File: src/rtl/apb_timer.sv
// APB3 timer slave: prescaled 32-bit down-counter (one-shot / auto-reload) with maskable IRQ.
// Latency: PRDATA/PSLVERR are combinational in the completing cycle; writes commit on that edge; IRQ pin trails IRQF by one HCLK.
// Backpressure: PREADY is held low for WAIT_STATES PCLKEN-qualified access cycles of every transfer.
// Ports: HCLK/HRESETn clock and async active-low reset; PCLKEN APB enable; PSEL/PENABLE/PADDR/PWRITE/PWDATA
//        APB request; PRDATA/PREADY/PSLVERR APB response; TIMER_IRQ registered interrupt.
module apb_timer #(
  parameter int ADDRWIDTH   = 16,
  parameter int DATAWIDTH   = 32,
  parameter int WAIT_STATES = 1
) (
  input  logic                 HCLK,
  input  logic                 HRESETn,
  input  logic                 PCLKEN,
  input  logic                 PSEL,
  input  logic                 PENABLE,
  input  logic [ADDRWIDTH-1:0] PADDR,
  input  logic                 PWRITE,
  input  logic [DATAWIDTH-1:0] PWDATA,
  output logic [DATAWIDTH-1:0] PRDATA,
  output logic                 PREADY,
  output logic                 PSLVERR,
  output logic                 TIMER_IRQ
);

  localparam logic [1:0] WS = 2'(WAIT_STATES);

  typedef enum logic [1:0] {S_IDLE, S_WAIT, S_READY} state_t;

  state_t      state;
  logic [1:0]  wcnt;

  logic        en, reload, irq_en, irqf;
  logic [31:0] load_r, value_r;
  logic [7:0]  prescale, pcnt;

  logic        access, done, err, hit;
  logic        sel_ctrl, sel_load, sel_value, sel_status, sel_pre;
  logic        wr, wr_ctrl, wr_load, wr_status, wr_pre, en_rise;
  logic        tick, expire;
  logic [31:0] rdata;
  logic [11:0] off;

  // Only the low 12 address bits are decoded.
  logic unused_addr;
  assign unused_addr = ^PADDR[ADDRWIDTH-1:12];

  assign off    = PADDR[11:0];
  assign access = PSEL & PENABLE;

  // Ready drops on the first access cycle (still IDLE) and throughout WAIT.
  // Forcing it high under reset releases a bridge that is stuck mid-transfer.
  assign PREADY = ~HRESETn |
                  ~((state == S_WAIT) | ((state == S_IDLE) & access & (WS != 2'd0)));

  assign done = PCLKEN & access & PREADY;

  always_comb begin
    sel_ctrl   = (off == 12'h000);
    sel_load   = (off == 12'h004);
    sel_value  = (off == 12'h008);
    sel_status = (off == 12'h00C);
    sel_pre    = (off == 12'h010);
    hit        = sel_ctrl | sel_load | sel_value | sel_status | sel_pre;
    err        = ~hit | (PWRITE & sel_value);
  end

  assign wr        = done & PWRITE & ~err;
  assign wr_ctrl   = wr & sel_ctrl;
  assign wr_load   = wr & sel_load;
  assign wr_status = wr & sel_status;
  assign wr_pre    = wr & sel_pre;
  assign en_rise   = wr_ctrl & PWDATA[0] & ~en;

  assign tick   = en & PCLKEN & (pcnt == prescale);
  assign expire = tick & (value_r == 32'd0);

  always_comb begin
    rdata = '0;
    if (sel_ctrl)   rdata = {29'd0, irq_en, reload, en};
    if (sel_load)   rdata = load_r;
    if (sel_value)  rdata = value_r;
    if (sel_status) rdata = {31'd0, irqf};
    if (sel_pre)    rdata = {24'd0, prescale};
  end

  assign PRDATA  = (access & ~PWRITE & PREADY & ~err) ? rdata : '0;
  assign PSLVERR = access & PREADY & err;

  // Wait-state sequencer. The IDLE access cycle counts as the first wait
  // cycle, so a transfer sees exactly WS enabled cycles with PREADY low.
  always_ff @(posedge HCLK or negedge HRESETn) begin
    if (!HRESETn) begin
      state <= S_IDLE;
      wcnt  <= 2'd0;
    end else if (!PSEL) begin
      state <= S_IDLE;
      wcnt  <= 2'd0;
    end else if (PCLKEN && PENABLE) begin
      case (state)
        S_IDLE: begin
          if (WS != 2'd0) begin
            wcnt  <= 2'd1;
            state <= (WS == 2'd1) ? S_READY : S_WAIT;
          end
        end
        S_WAIT: begin
          wcnt <= wcnt + 2'd1;
          if (wcnt + 2'd1 == WS) state <= S_READY;
        end
        S_READY: begin
          state <= S_IDLE;
          wcnt  <= 2'd0;
        end
        default: begin
          state <= S_IDLE;
          wcnt  <= 2'd0;
        end
      endcase
    end
  end

  always_ff @(posedge HCLK or negedge HRESETn) begin
    if (!HRESETn) begin
      en        <= 1'b0;
      reload    <= 1'b0;
      irq_en    <= 1'b0;
      irqf      <= 1'b0;
      load_r    <= '0;
      value_r   <= '0;
      prescale  <= '0;
      pcnt      <= '0;
      TIMER_IRQ <= 1'b0;
    end else begin
      if (wr_pre || en_rise)  pcnt <= '0;
      else if (tick)          pcnt <= '0;
      else if (en && PCLKEN)  pcnt <= pcnt + 8'd1;

      // A LOAD write overrides whatever the tick would have done to VALUE.
      if (wr_load)                           value_r <= PWDATA;
      else if (tick && value_r != 32'd0)     value_r <= value_r - 32'd1;
      else if (expire && reload)             value_r <= load_r;

      if (wr_load) load_r <= PWDATA;

      if (wr_ctrl) begin
        en     <= PWDATA[0];
        reload <= PWDATA[1];
        irq_en <= PWDATA[2];
      end else if (expire && !reload) begin
        en <= 1'b0;
      end

      // Expiry beats a coincident W1C so no interrupt is lost.
      if (expire)                      irqf <= 1'b1;
      else if (wr_status && PWDATA[0]) irqf <= 1'b0;

      if (wr_pre) prescale <= PWDATA[7:0];

      TIMER_IRQ <= irqf & irq_en;
    end
  end

endmodule
File: config.mk
export PLATFORM = sky130hd
export DESIGN_NAME = apb_timer
export DESIGN_NICKNAME = d
export VERILOG_FILES = /design/src/rtl/apb_timer.sv
export SDC_FILE = /design/constraint.sdc
export NUM_CORES = 1
export LEC_CHECK = 0
export CORE_ASPECT_RATIO = 1.1
export CORE_UTILIZATION = 49
export CTS_CLUSTER_SIZE = 16
export DETAILED_ROUTE_END_ITERATION = 16
export HOLD_SLACK_MARGIN = 0.05
export PLACE_DENSITY = 0.77
export SLEW_MARGIN = 15
export SYNTH_ARGS = -nofsm -noshare
export SYNTH_HDL_FRONTEND = slang
export SYNTH_SLANG_ARGS = --single-unit
File: constraint.sdc
create_clock -name HCLK -period 4.26 [get_ports HCLK]
set_input_delay 1.278 -clock HCLK [delete_from_list [all_inputs] [get_ports HCLK]]
set_output_delay 1.278 -clock HCLK [all_outputs]
set_load 0.05 [all_outputs]
==> key figures, run 1 <==
GRT
  – GRT Util Overall: 31.9%
  – GRT overflow: 0
  – Initial antenna violation count: 0
  – First-pass GRT wire length: 28.0 mm
  – Number of global-route vias before repair: 5745
  – GRT met3 Usage: 7.09%
  – Largest net degree at the start of global routing: 65
  – Gr busiest metal: met2
  – Met2 usage: 51.4%
  – M1 GR Usage: 39.0%

Yosys
  – Synth Net Count: 720
  – Synth Register Bits: 86
  – Mapped Cells: 663
  – Sequential share of the synthesized area: 40.0%
  – Post-synth EDFFs: 0
  – Synthesized cell area: 0.00538 sq mm
  – Post-synthesis async set-or-reset flop share: 100%
  – Synthesized area per cell: 8.12 sq um
  – Synth cell types: 55
  – Most used DFF post-synth: dfrtp_1
  – Synth warnings: 0

Pwr
  – Sw Ratio: 22.2%
  – Total chip power: 1.79 mW
  – Pwr dens: 228 mW/mm^2
  – Lkg Pwr: 3.45 nW
  – Flop pwr share: 45.9%
  – Comb pwr share: 6.9%
  – Switch Pwr: 0.397 mW
  – Clk pwr share: 47.2%
  – VDD IR max: 0.180 mV
  – Internal: 1.39 mW

Timing
  – Max-slew headroom: 21.1%
  – Worst-margin pin slew: 1.17 ns
  – Setup Skew: 0.00609 ns
  – Minimum clock period: 4.28 ns
  – Post-route setup slack: -0.0211 ns
  – Hold Fails Final Rpt: 0
  – Fmax: 0.234 GHz
  – Number of setup violations in the final report: 3
  – Slew Limit Fails: 0
  – RSZ-0062 raised after global routing: yes
  – Final hold slack: 0.503 ns
  – Fin crit share: 100%

Layout
  – Most frequent cells in the layout: 122 x nand2_1, 86 x dfrtp_1, 55 x a21oi_1, 43 x nor2_1, 38 x buf_4
  – Area Overhead vs Synth: 45.2%
  – Commonest non-fill, non-tap cell in the layout: nand2_1
  – # diodes: 0
  – Final instance area: 0.00782 sq mm
  – Share of cells above drive strength 1: 24.6%
  – Final net count: 820

Status
  – Outcome: finished with violations
  – Failing checks: negative setup slack

Clocking
  – Clk_lat worst skew: 0.35 ns
  – CTS tree: built
  – H-tree Lvls: 3
  – Clock transition at path regs: 0.06 ns
  – CTS sink cnt: 86
  – Total CTS buffers: 9
  – Clock buffer depth: 2
  – Hold Buf Count CTS: 0
  – Root buf cell: clkbuf_16

Floorplanning
  – Starting Density: 51.1%
  – Die ar.: 0.0114 sq mm
  – Placeable Area: 0.0105 sq mm
  – Die Wd: 102 um
  – Num rows: 39
  – DIE HEIGHT: 112 um
  – Io pins: 89

Detailed routing
  – DRT iter0 DRCs: 585
  – DR DRC count: 0
  – Post-Route WL: 18.0 mm
  – Drt pass-1 iters: 8
  – Via count: 5827
  – Vias per inst: 6.40
  – WL/cell: 19.7 um
  – Antenna Nets Post-Route: 0

Hold path
  – Hold Path Class: flop to flop

Placed design
  – Port bufs: 84
  – Pre-CTS setup slack: -0.396 ns
  – Hpwl dp: 11.4 mm
  – Routability cong.: 0.935
  – Area after DPL: 0.00711 sq mm

Critical path
  – Worst EP arrival: 3.00 ns
  – Setup CP Type: input pin to primary output
  – CP Max Fanout: 7
  – Worst EP required: 2.98 ns
  – CP Capture Type: primary output
  – CP startpoint kind: input pin

Job
  – Max Cap Viol: 0
==> worst max-delay path: stages <==
cell and delay [ns]:
buf_6 0.09, nor4_4 0.35, nand3_4 0.15, buf_6 0.15, buf_6 0.11, nor2_4 0.12
nand3_4 0.18, buf_12 0.22, o21ai_4 0.18, buf_12 0.16
==> per-layer routing <==
layer	vias to the layer above	part of all wire, %
li1	2561	-
met1	2840	37
met2	359	49
met3	67	9.2
met4	0	3.9
met5	-	0
==> power by group through the flow <==
stage	Sequential, mW	Combinational [mW]	Clock (mW)
after floorplan	0.834	0.0285	0
after global placement	0.834	0.111	0
after detailed placement	0.834	0.113	0
after CTS	0.819	0.119	0.845
after global routing	0.818	0.134	0.879
final	0.819	0.124	0.843
==> cell type report <==
type | count | area [sq um]
clock buffers | 9 | 225
clock inverters | 6 | 87.6
fillers | 776 | 2730
inverters | 8 | 30.0
multi-input cells | 522 | 3450
flip-flops and latches | 86 | 2150
well taps | 143 | 179
repair buffers | 136 | 1690
==> cell families (layout without fill, tap and decap cells) <==
logic type      Yosys count  count (layout)  synth area share (%)
compound gates          165             165                  19.7
xor+xnor                 35              35                  5.70
fa+ha+maj                 3               3                 0.698
buf+inv                  55             159                  4.09
flops                    86              86                  40.0
mux                      18              18                  3.60
simple gates            301             301                  26.2
==> registers in the layout, indices dropped and copies added, names as in the netlist <==
name,flops
load_r,32
value_r,32
pcnt,8
prescale,8
TIMER_IRQ,1
en,1
irq_en,1
irqf,1
reload,1
state,1
==> through the flow <==
stage                     std cells  utilization, %  TNS [ns]
after floorplan                 663               -         0
after global placement          875            67.5    -10.71
after detailed placement        875            67.5    -10.21
after CTS                       900            72.9  -0.00674
after global routing            910            74.1     -1.16
final                           910            74.1   -0.0348
==> path summary, 6_finish.rpt <==
kind | from | endpoint | slack, ns | cells after the start
max | PADDR[10] | PRDATA[7] | -0.02 | 10
min | load_r[2]$_DFFE_PN0P_ | load_r[2]$_DFFE_PN0P_ | 0.50 | 2
max reg2reg | value_r[8]$_DFFE_PN0P_ | value_r[28]$_DFFE_PN0P_ | 0.84 | 6
min reg2reg | load_r[2]$_DFFE_PN0P_ | load_r[2]$_DFFE_PN0P_ | 0.50 | 2
max in group asynchronous | HRESETn | value_r[27]$_DFFE_PN0P_ | 2.18 | 3
min in group asynchronous | HRESETn | pcnt[3]$_DFFE_PN0P_ | 0.95 | 2
==> synth_stat cells, types with 3 or more instances <==
library cell | n | area (sq um)
nand2_1 | 123 | 462
dfrtp_1 | 86 | 2150
nor2_1 | 69 | 259
a21oi_1 | 55 | 275
clkbuf_1 | 39 | 146
a22oi_1 | 32 | 240
o21ai_0 | 26 | 130
xor2_1 | 22 | 193
nand3_1 | 21 | 105
a211o_1 | 15 | 131
nor3_1 | 15 | 75.1
nor4_1 | 14 | 87.6
xnor2_1 | 13 | 114
mux2_2 | 11 | 124
nand4_1 | 10 | 62.6
or3_1 | 10 | 62.6
inv_1 | 8 | 30.0
mux2i_1 | 7 | 70.1
or2_2 | 6 | 37.5
and3_1 | 5 | 31.3
o21ai_1 | 5 | 25.0
o41ai_1 | 5 | 43.8
or4_1 | 5 | 37.5
and2_1 | 4 | 25.0
buf_2 | 4 | 20.0
o211ai_1 | 4 | 30.0
and4_1 | 3 | 26.3
ha_1 | 3 | 37.5
nor2b_1 | 3 | 18.8
o31ai_1 | 3 | 22.5
or4_4 | 3 | 33.8
==> repair_timing <==
item	in CTS	in global routing
buffers inserted	7	10
resized for setup	57	17
gates cloned	3	0
setup endpoints to repair	31	30
pin swaps	26	13
(Power assumes the default switching activity.)
==> run 2, diff against run 1 <==
--- a/config.mk
+++ b/config.mk
@@ -15,3 +15,4 @@
 export SYNTH_ARGS = -nofsm -noshare
 export SYNTH_HDL_FRONTEND = slang
 export SYNTH_SLANG_ARGS = --single-unit
+export TNS_END_PERCENT = 10
==> run 2 against run 1 <==
Compared with the run above:
- global-route usage is 0.053 points higher
- first-iteration DRC count is 17% higher
- the flow still finishes with violations (negative setup slack)
- combinational power hardly changed
- routed wire length is 0.66% lower
- fmax is 0.28% lower
- setup slack worse by 0.012 ns
==> key figures, run 2 (synthesis gave the netlist of run 1 again) <==
Status
  – Outcome: finished with violations
  – Failing checks: negative setup slack

GRT
  – Number of global-route vias before repair: 5756 (+0.19%)
  – First-pass GRT wire length: 28.0 mm (about the same)
  – GRT overflow: 0 (unchanged)
  – Initial antenna violation count: 0 (unchanged)
  – Largest net degree at the start of global routing: 65 (unchanged)
  – GRT Util Overall: 31.9% (+0.053 points)

Clocking
  – CTS tree: built
  – Total CTS buffers: 9 (unchanged)
  – Clock transition at path regs: 0.06 ns (about the same)
  – H-tree Lvls: 3 (unchanged)
  – Root buf cell: clkbuf_16
  – Clk_lat worst skew: 0.35 ns (about the same)
  – Clock buffer depth: 2 (unchanged)
  – CTS sink cnt: 86 (unchanged)

Placed design
  – Hpwl dp: 11.4 mm (unchanged)
  – Area after DPL: 0.00711 sq mm (unchanged)
  – Routability cong.: 0.935 (unchanged)
  – Port bufs: 84 (unchanged)
  – Pre-CTS setup slack: -0.396 ns (unchanged)

Critical path
  – CP Max Fanout: 7 (unchanged)
  – CP startpoint kind: input pin
  – FF-to-FF path depth: 6 (unchanged)
  – Worst EP required: 2.98 ns (about the same)
  – Setup CP Type: input pin to primary output
  – Worst EP arrival: 3.02 ns (+0.02 ns)
  – CP Capture Type: primary output

Layout
  – Final net count: 819 (-0.12%)
  – Area Overhead vs Synth: 45.2% (about the same)
  – # diodes: 0 (unchanged)
  – Final core occ: 74.1% (about the same)
  – Share of cells above drive strength 1: 24.5% (-0.098 points)
  – Final instance area: 0.00781 sq mm (about the same)
  – Biggest regs: load_r x32, value_r x32
  – Most frequent cells in the layout: 123 x nand2_1, 86 x dfrtp_1, 55 x a21oi_1, 43 x nor2_1
  – Commonest non-fill, non-tap cell in the layout: nand2_1

Floorplanning
  – Io pins: 89 (unchanged)
  – Starting Density: 51.1% (unchanged)
  – Num rows: 39 (unchanged)
  – Die ar.: 0.0114 sq mm (unchanged)
  – DIE HEIGHT: 112 um (unchanged)
  – Die Wd: 102 um (unchanged)
  – Placeable Area: 0.0105 sq mm (unchanged)

Hold path
  – Hold Path Class: flop to flop
  – Hold path cells: 2 (unchanged)

Detailed routing
  – Antenna Nets Post-Route: 0 (unchanged)
  – WL/cell: 19.6 um (-0.55%)
  – DR DRC count: 0 (unchanged)
  – Post-Route WL: 17.8 mm (-0.66%)
  – DRT iter0 DRCs: 682 (+17%)
  – Drt pass-1 iters: 6 (-2)
  – Via count: 5749 (-1.3%)
  – Vias per inst: 6.32 (-1.2%)

Job
  – Max Cap Viol: 0 (unchanged)

Timing
  – Setup Skew: 0.00660 ns (+0.000508 ns)
  – Post-route setup slack: -0.0333 ns (-0.0122 ns)
  – Fmax: 0.233 GHz (-0.28%)
  – RSZ-0062 raised after global routing: yes
  – Max-slew headroom: 27.1% (+6.1 points)
  – Slew Limit Fails: 0 (unchanged)
  – Fin crit share: 101% (+0.29 points)
  – Worst-margin pin slew: 1.08 ns (-0.0904 ns)
  – Total negative slack: -0.163 ns (-0.128 ns)
  – Number of setup violations in the final report: 8 (+5)
  – Hold Fails Final Rpt: 0 (unchanged)
  – Minimum clock period: 4.29 ns (+0.0122 ns)

Pwr
  – Pwr dens: 228 mW/mm^2 (about the same)
  – Total chip power: 1.78 mW (about the same)
  – Lkg Pwr: 3.45 nW (+0.12%)
  – VDD IR max: 0.178 mV (-0.98%)
## run 2: changes by cell type in the layout (fill, tap and decap cells not counted), sizes merged
cell and delta:
buf -2, bufbuf +1, dlygate4sd2 -1, dlymetal6s2s +1
## run 2: area by class of cell
| cell class | instances | area, sq um |
|---|---|---|
| Clock buffer | 9 | 225 |
| Clock inverter | 6 | 87.6 |
| Fill cell | 776 | 2730 |
| Inverter | 8 | 30.0 |
| Multi-Input combinational cell | 522 | 3450 |
| Sequential cell | 86 | 2150 |
| Tap cell | 143 | 179 |
| Timing Repair Buffer | 135 | 1690 |
## run 2: final timing paths
| kind | startpoint | end | slack, ns |
|---|---|---|---|
| setup / recovery | PADDR[10] | PRDATA[7] | -0.03 |
| hold / removal | load_r[2]$_DFFE_PN0P_ | load_r[2]$_DFFE_PN0P_ | 0.50 |
| hold reg to reg | load_r[2]$_DFFE_PN0P_ | load_r[2]$_DFFE_PN0P_ | 0.50 |
| max in group asynchronous | HRESETn | value_r[27]$_DFFE_PN0P_ | 2.18 |
| min in group asynchronous | HRESETn | pcnt[3]$_DFFE_PN0P_ | 0.95 |
| setup reg to reg | value_r[8]$_DFFE_PN0P_ | value_r[28]$_DFFE_PN0P_ | 0.78 |
## run 2: routing by layer
metal	wire length, um	part of all wire [%]	GRT usage, %
met5	0	0	0
met4	637	3.6	18.3
met3	1540	8.6	7.03
met2	8890	50	52.2
met1	6790	38	38.5
## run 2: through the flow
step                cells  hold slack [ns]
floorplan             663            0.453
global placement      875            0.469
detailed placement    875            0.479
CTS                   900            0.495
finish                909            0.498
global route          909            0.513
## run 2: worst max-delay path: stages
cell and delay, ns:
buf_6 0.09, nor4_4 0.36, nand3_4 0.15, buf_6 0.16, buf_6 0.11, nor2_4 0.12, nand3_4 0.18, buf_12 0.22
o21ai_4 0.18, buf_12 0.15
## run 2: power breakdown
part	internal [mW]	switching, mW	total [mW]
Sequential	0.818	0.00117	0.819
Combinational	0.0613	0.0628	0.124
Clock	0.510	0.331	0.841
Total	1.39	0.395	1.78
## run 2: repair_timing
action,CTS,global route
cloned,3,0
hold buffers,0,0
gates resized for setup,54,18
pin swaps,25,14
setup buffers,7,9
setup endpoints to repair,31,31
